### src/rtl/dma_transfer_ctrl.sv
// Top-level sequencer for one DMA channel: validates a copy request, launches both masters
// together, and tracks completion, write-response errors, timeout and abort.
module dma_transfer_ctrl #(
  parameter int unsigned C_ADDR_WIDTH     = 32,
  parameter int unsigned C_LEN_WIDTH      = 32,
  parameter int unsigned C_TIMEOUT_CYCLES = 1048576,
  parameter int unsigned C_FLUSH_CYCLES   = 4
) (
  input  logic                    M_AXI_ACLK,
  input  logic                    M_AXI_ARESETN,
  input  logic                    i_cfg_start,
  input  logic [C_ADDR_WIDTH-1:0] i_cfg_src_addr,
  input  logic [C_ADDR_WIDTH-1:0] i_cfg_dst_addr,
  input  logic [C_LEN_WIDTH-1:0]  i_cfg_len,
  input  logic                    i_abort,
  input  logic                    i_irq_clr,
  input  logic                    i_read_done,
  input  logic                    i_write_done,
  input  logic                    i_wr_resp_err,
  output logic                    o_rd_start,
  output logic [C_ADDR_WIDTH-1:0] o_rd_src_addr,
  output logic                    o_wr_start,
  output logic [C_ADDR_WIDTH-1:0] o_wr_dst_addr,
  output logic [C_LEN_WIDTH-1:0]  o_total_len,
  output logic                    o_core_rst_n,
  output logic                    o_busy,
  output logic                    o_done,
  output logic                    o_irq,
  output logic [2:0]              o_status
);

  localparam int unsigned FlushW = (C_FLUSH_CYCLES > 1) ? $clog2(C_FLUSH_CYCLES) : 1;
  localparam logic [FlushW-1:0] FlushLast = FlushW'(C_FLUSH_CYCLES - 1);
  localparam logic [C_LEN_WIDTH-1:0] TimeoutLast = C_LEN_WIDTH'(C_TIMEOUT_CYCLES - 1);
  localparam logic TimeoutEn = (C_TIMEOUT_CYCLES != 0);

  localparam logic [2:0] StatOk        = 3'd0;
  localparam logic [2:0] StatLenZero   = 3'd1;
  localparam logic [2:0] StatUnaligned = 3'd2;
  localparam logic [2:0] StatSlvErr    = 3'd3;
  localparam logic [2:0] StatTimeout   = 3'd4;
  localparam logic [2:0] StatAbort     = 3'd5;

  typedef enum logic [2:0] {StIdle, StCheck, StLaunch, StRun, StFlush, StErr, StDone} state_e;

  state_e                  state_q, state_d;
  logic [C_ADDR_WIDTH-1:0] src_q, dst_q;
  logic [C_LEN_WIDTH-1:0]  len_q;
  logic [2:0]              status_q, status_d;
  logic                    irq_q, core_rst_n_q;
  logic                    rd_seen_q, rd_seen_d, wr_seen_q, wr_seen_d;
  logic [C_LEN_WIDTH-1:0]  run_cnt_q, run_cnt_d;
  logic [FlushW-1:0]       flush_cnt_q, flush_cnt_d;
  logic                    latch;
  logic                    rd_now, wr_now;

  assign rd_now = rd_seen_q | i_read_done;
  assign wr_now = wr_seen_q | i_write_done;

  always_comb begin
    state_d     = state_q;
    status_d    = status_q;
    rd_seen_d   = rd_seen_q;
    wr_seen_d   = wr_seen_q;
    run_cnt_d   = '0;
    flush_cnt_d = '0;
    latch       = 1'b0;
    unique case (state_q)
      StIdle: begin
        if (i_cfg_start) begin
          latch     = 1'b1;
          status_d  = StatOk;
          rd_seen_d = 1'b0;
          wr_seen_d = 1'b0;
          state_d   = StCheck;
        end
      end
      StCheck: begin
        // Check-stage errors skip the flush: nothing downstream was started.
        if (len_q == '0) begin
          status_d = StatLenZero;
          state_d  = StErr;
        end else if (|{src_q[1:0], dst_q[1:0], len_q[1:0]}) begin
          status_d = StatUnaligned;
          state_d  = StErr;
        end else begin
          state_d = StLaunch;
        end
      end
      StLaunch: state_d = StRun;
      StRun: begin
        rd_seen_d = rd_now;
        wr_seen_d = wr_now;
        run_cnt_d = (run_cnt_q == '1) ? run_cnt_q : run_cnt_q + 1'b1;
        if (i_wr_resp_err) begin
          status_d = StatSlvErr;
          state_d  = StFlush;
        end else if (i_abort) begin
          status_d = StatAbort;
          state_d  = StFlush;
        end else if (TimeoutEn && (run_cnt_q == TimeoutLast)) begin
          status_d = StatTimeout;
          state_d  = StFlush;
        end else if (rd_now && wr_now) begin
          status_d = StatOk;
          state_d  = StDone;
        end
      end
      StFlush: begin
        if (flush_cnt_q == FlushLast) state_d = StErr;
        else flush_cnt_d = flush_cnt_q + 1'b1;
      end
      StErr, StDone: state_d = StIdle;
      default: state_d = StIdle;
    endcase
  end

  always_ff @(posedge M_AXI_ACLK or negedge M_AXI_ARESETN) begin
    if (!M_AXI_ARESETN) begin
      state_q      <= StIdle;
      src_q        <= '0;
      dst_q        <= '0;
      len_q        <= '0;
      status_q     <= StatOk;
      irq_q        <= 1'b0;
      core_rst_n_q <= 1'b1;
      rd_seen_q    <= 1'b0;
      wr_seen_q    <= 1'b0;
      run_cnt_q    <= '0;
      flush_cnt_q  <= '0;
    end else begin
      state_q      <= state_d;
      status_q     <= status_d;
      rd_seen_q    <= rd_seen_d;
      wr_seen_q    <= wr_seen_d;
      run_cnt_q    <= run_cnt_d;
      flush_cnt_q  <= flush_cnt_d;
      core_rst_n_q <= (state_d != StFlush);
      if (latch) begin
        src_q <= i_cfg_src_addr;
        dst_q <= i_cfg_dst_addr;
        len_q <= i_cfg_len;
      end
      // Set wins over a simultaneous clear.
      if (state_d == StErr || state_d == StDone) irq_q <= 1'b1;
      else if (i_irq_clr) irq_q <= 1'b0;
    end
  end

  assign o_rd_start    = (state_q == StLaunch);
  assign o_wr_start    = (state_q == StLaunch);
  assign o_rd_src_addr = src_q;
  assign o_wr_dst_addr = dst_q;
  assign o_total_len   = len_q;
  assign o_core_rst_n  = core_rst_n_q;
  assign o_busy        = (state_q == StCheck) || (state_q == StLaunch) ||
                         (state_q == StRun) || (state_q == StFlush);
  assign o_done        = (state_q == StErr) || (state_q == StDone);
  assign o_irq         = irq_q;
  assign o_status      = status_q;

endmodule

### config.mk
export PLATFORM = sky130hd
export DESIGN_NAME = dma_transfer_ctrl
export DESIGN_NICKNAME = d
export VERILOG_FILES = /design/src/rtl/dma_transfer_ctrl.sv
export SDC_FILE = /design/constraint.sdc
export NUM_CORES = 1
export LEC_CHECK = 0
export CAP_MARGIN = 20
export CORE_ASPECT_RATIO = 2
export CORE_UTILIZATION = 49
export CTS_CLUSTER_DIAMETER = 200
export DETAILED_ROUTE_END_ITERATION = 7
export GPL_ROUTABILITY_DRIVEN = 0
export GPL_TIMING_DRIVEN = 1
export PLACE_DENSITY_LB_ADDON = 0.05
export RECOVER_POWER = 100
export SLEW_MARGIN = 10
export SYNTH_ARGS = -nofsm -noshare
export SYNTH_HDL_FRONTEND = slang
export SYNTH_SLANG_ARGS = --single-unit
### constraint.sdc
create_clock -name M_AXI_ACLK -period 3.4 [get_ports M_AXI_ACLK]
set_clock_uncertainty 0.1 [all_clocks]
set_input_delay 0.68 -clock M_AXI_ACLK [delete_from_list [all_inputs] [get_ports M_AXI_ACLK]]
set_output_delay 0.68 -clock M_AXI_ACLK [all_outputs]
set_load 0.03 [all_outputs]
==> flow_metrics.env <==
export IMPL_hold_buffers=0
export IMPL_holdCritStartpoint="flush_cnt_q[0]"
export IMPL_rsz0062_at_grt="no"
export IMPL_maxSlewViolCount=76
export IMPL_power_clock_fraction_pct=22.8
export IMPL_yosysWarningCount=0
export IMPL_ant_nets=0
export IMPL_cellInternalPower_mw=5.00
export IMPL_synthCells=471
export IMPL_seqPwrFrac_pct=32.9
export IMPL_grt_pass1_wl_microns=26000
export IMPL_hold_class="register to register"
export IMPL_diodes=0
export IMPL_clockBufferDepth=2
export IMPL_ys_top_cells_by_area="dfrtp_1, mux2_2, xor2_1, nor2_1, nand4_1"
export IMPL_dr_pass1_iters=4
export IMPL_tritoncts="built"
export IMPL_grt_overflow_total=0
export IMPL_p_sw_share_pct=39.2
export IMPL_post_cts_buffers=0
export IMPL_synth_seq_cells=140
export IMPL_worst_pin_slew_ns=1.93
export IMPL_path_class="input port to register"
export IMPL_synth_commonest_cells="dfrtp_1, mux2_2, nor2_1, xor2_1"
export IMPL_ctsResizeCount=0
export IMPL_antenna_found_initial=0
export IMPL_ys_types=43
export IMPL_end_kind="register"
export IMPL_nets=785
export IMPL_drive_gt1_share_pct=19.9
export IMPL_syn_nets=577
export IMPL_dominantRegCellSynth="dfrtp_1"
export IMPL_async_flop_share_pct=100
export IMPL_clock_latency_ns=0.41
export IMPL_floorplan_initialDensity_pct=50.6
export IMPL_synth_most_common_cell="dfrtp_1"
export IMPL_drc=0
export IMPL_core_area_sq_um=11800
export IMPL_seq_area_sq_um=3500
export IMPL_cts_root_buf="clkbuf_16"
export IMPL_vias_per_cell=5.56
export IMPL_dp_hpwl_microns=12100
export IMPL_syn_area_sq_um=5990
export IMPL_synth_edf_count=0
export IMPL_p_sw_mw=3.22
export IMPL_crit_start="i_cfg_start"
export IMPL_max_freq_ghz=0.323
export IMPL_cts_buffers=17
export IMPL_setup_viol=0
export IMPL_yosysTopAreaCellShare_pct=58.0
export IMPL_ys_seq_area_share_pct=58.5
export IMPL_totalWireLength_microns=16400
export IMPL_htreeDepth=4
export IMPL_die_w_microns=80.2
export IMPL_whs_ns=0.353
export IMPL_finalCriticalPeriod_ns=3.10
export IMPL_leakagePower_nw=3.64
export IMPL_ios=209
export IMPL_drt_iter0_drc=193
export IMPL_routedWlPerCell_microns=19.6
export IMPL_multiInputGateArea_sq_um=2330
export IMPL_crit_required_ns=3.59
export IMPL_grt_start_max_net_pins=99
export IMPL_syn2layout_area_growth_pct=46.4
export IMPL_fin_crit_sh_pct=91.0
export IMPL_avgSynthCellArea_sq_um=12.7
export IMPL_fillers=861
export IMPL_pwr_share_comb_pct=44.3
export IMPL_final_setup_tns_ns=0
export IMPL_start_kind="input port"
export IMPL_clkTransAtPathRegs_ns=0.06
export IMPL_violations="max-capacitance violations, max-slew violations"
export IMPL_slew_headroom_pct=-28.7
export IMPL_dp_cells=805
export IMPL_power_density_nw_per_um2=937
export IMPL_arrival_ns=3.29
export IMPL_final_hold_viol_count=0
export IMPL_num_vias=4657
export IMPL_rr_startpoint="run_cnt_q[24]"
export IMPL_grt_pass1_vias=5194
export IMPL_track_usage_pct=27.5
export IMPL_final_cells=837
export IMPL_status="finished with violations"
export IMPL_peakVddDrop_mv=0.573
export IMPL_maxCapViolations=1
export IMPL_portBuffers=208
export IMPL_fin_util_pct=74.1
export IMPL_dieArea_sq_um=12700
export IMPL_fp_dieH_microns=158
export IMPL_rows=56
export IMPL_cts_sinks=140
export IMPL_cp_max_fo=98
export IMPL_synth_top_cell_by_area="dfrtp_1"
[path summary, 6_finish.rpt]
kind | depth (start not counted) | to | slack (ns)
worst max-delay path | 4 | o_wr_dst_addr[1] | 0.30
worst min-delay path | 1 | flush_cnt_q[0] | 0.35
worst max register to register | 7 | run_cnt_q[10] | 0.42
worst min register to register | 1 | flush_cnt_q[0] | 0.35
max in group asynchronous | 2 | o_wr_dst_addr[11] | 1.01
min in group asynchronous | 1 | run_cnt_q[28] | 0.69
[state kept, by name, indices dropped and copies added (netlist names), 2 cells and up]
name,cells
flush_cnt_q,2
o_rd_src_addr,32
o_status,3
o_total_len,32
o_wr_dst_addr,32
run_cnt_q,32
state_q,3
[layout by cell type, fill, tap and decap left out, types with 3 or more instances in the layout]
| master | netlist | layout |
|---|---|---|
| dfrtp_1 | 139 | 139 |
| a21oi_1 | 7 | 7 |
| nand3_1 | 14 | 14 |
| nand2_1 | 18 | 18 |
| dlygate4sd3_1 | 0 | 106 |
| mux2_2 | 97 | 97 |
| clkinv_4 | 0 | 3 |
| nor3_1 | 5 | 5 |
| o21ai_0 | 7 | 7 |
| clkdlybuf4s50_1 | 0 | 101 |
| o211ai_1 | 3 | 3 |
| and3_1 | 10 | 10 |
| nor4_1 | 14 | 16 |
| or3_1 | 4 | 4 |
| xnor2_1 | 5 | 5 |
| and2_1 | 5 | 5 |
| nor2_1 | 34 | 34 |
| clkbuf_16 | 0 | 17 |
| nand4_1 | 15 | 15 |
| xor2_1 | 22 | 22 |
| inv_6 | 0 | 5 |
| nand2b_1 | 5 | 5 |
| clkinvlp_4 | 0 | 4 |
| inv_1 | 8 | 8 |
| and4_1 | 5 | 5 |
[area by class of cell]
class                   instances  area share (%)
flip-flops and latches        140            40.0
repair buffers                213            24.2
well taps                     145            2.07
inverters                       8           0.342
multi-input cells             299            26.6
clock buffers                  18            5.01
clock inverters                14            1.83
[per-layer routing]
metal / track usage, % / up-vias / part of all wire (%)
met5: 0 / - / 0
met4: 11.2 / 0 / 2.9
met3: 10.4 / 33 / 7.4
met2: 49.9 / 177 / 56
met1: 27.7 / 2350 / 34
li1: - / 2097 / -
[power groups by stage]
| stage | clock [mW] | sequential, mW | combinational [mW] |
|---|---|---|---|
| finish | 1.87 | 2.70 | 3.64 |
| global route | 1.98 | 2.79 | 3.82 |
| CTS | 1.90 | 2.74 | 3.91 |
| detailed placement | 0 | 2.76 | 3.88 |
| global placement | 0 | 2.71 | 3.82 |
| floorplan | 0 | 3.88 | 1.01 |
[cell families (layout without fill, tap and decap cells)]
| group | after synthesis | after routing | share of synthesized area, % |
|---|---|---|---|
| AOI/OAI and AO/OA | 28 | 28 | 3.01 |
| xor gates and xnor gates | 27 | 27 | 3.95 |
| adders and majority gates | 2 | 2 | 0.418 |
| buffers and inverters | 32 | 253 | 2.26 |
| DFF | 140 | 140 | 58.5 |
| muxes | 97 | 97 | 18.2 |
| and+or+nand+nor | 145 | 145 | 13.7 |
[worst max-delay path: stages]
cell and delay, ns:
dlygate4sd3_1 0.52, nor4b_1 0.43, clkbuf_4 1.07, mux2_2 0.43
[per-stage QoR]
stage	total power, mW	setup slack [ns]	cell area [sq um]
after floorplan	4.88	1.17	5990
after global placement	6.54	0.736	8220
after detailed placement	6.64	0.716	8220
after CTS	8.55	0.474	8820
after global routing	8.59	0.192	8770
final	8.22	0.305	8770
Note: power is estimated with default switching activity, not from simulation.
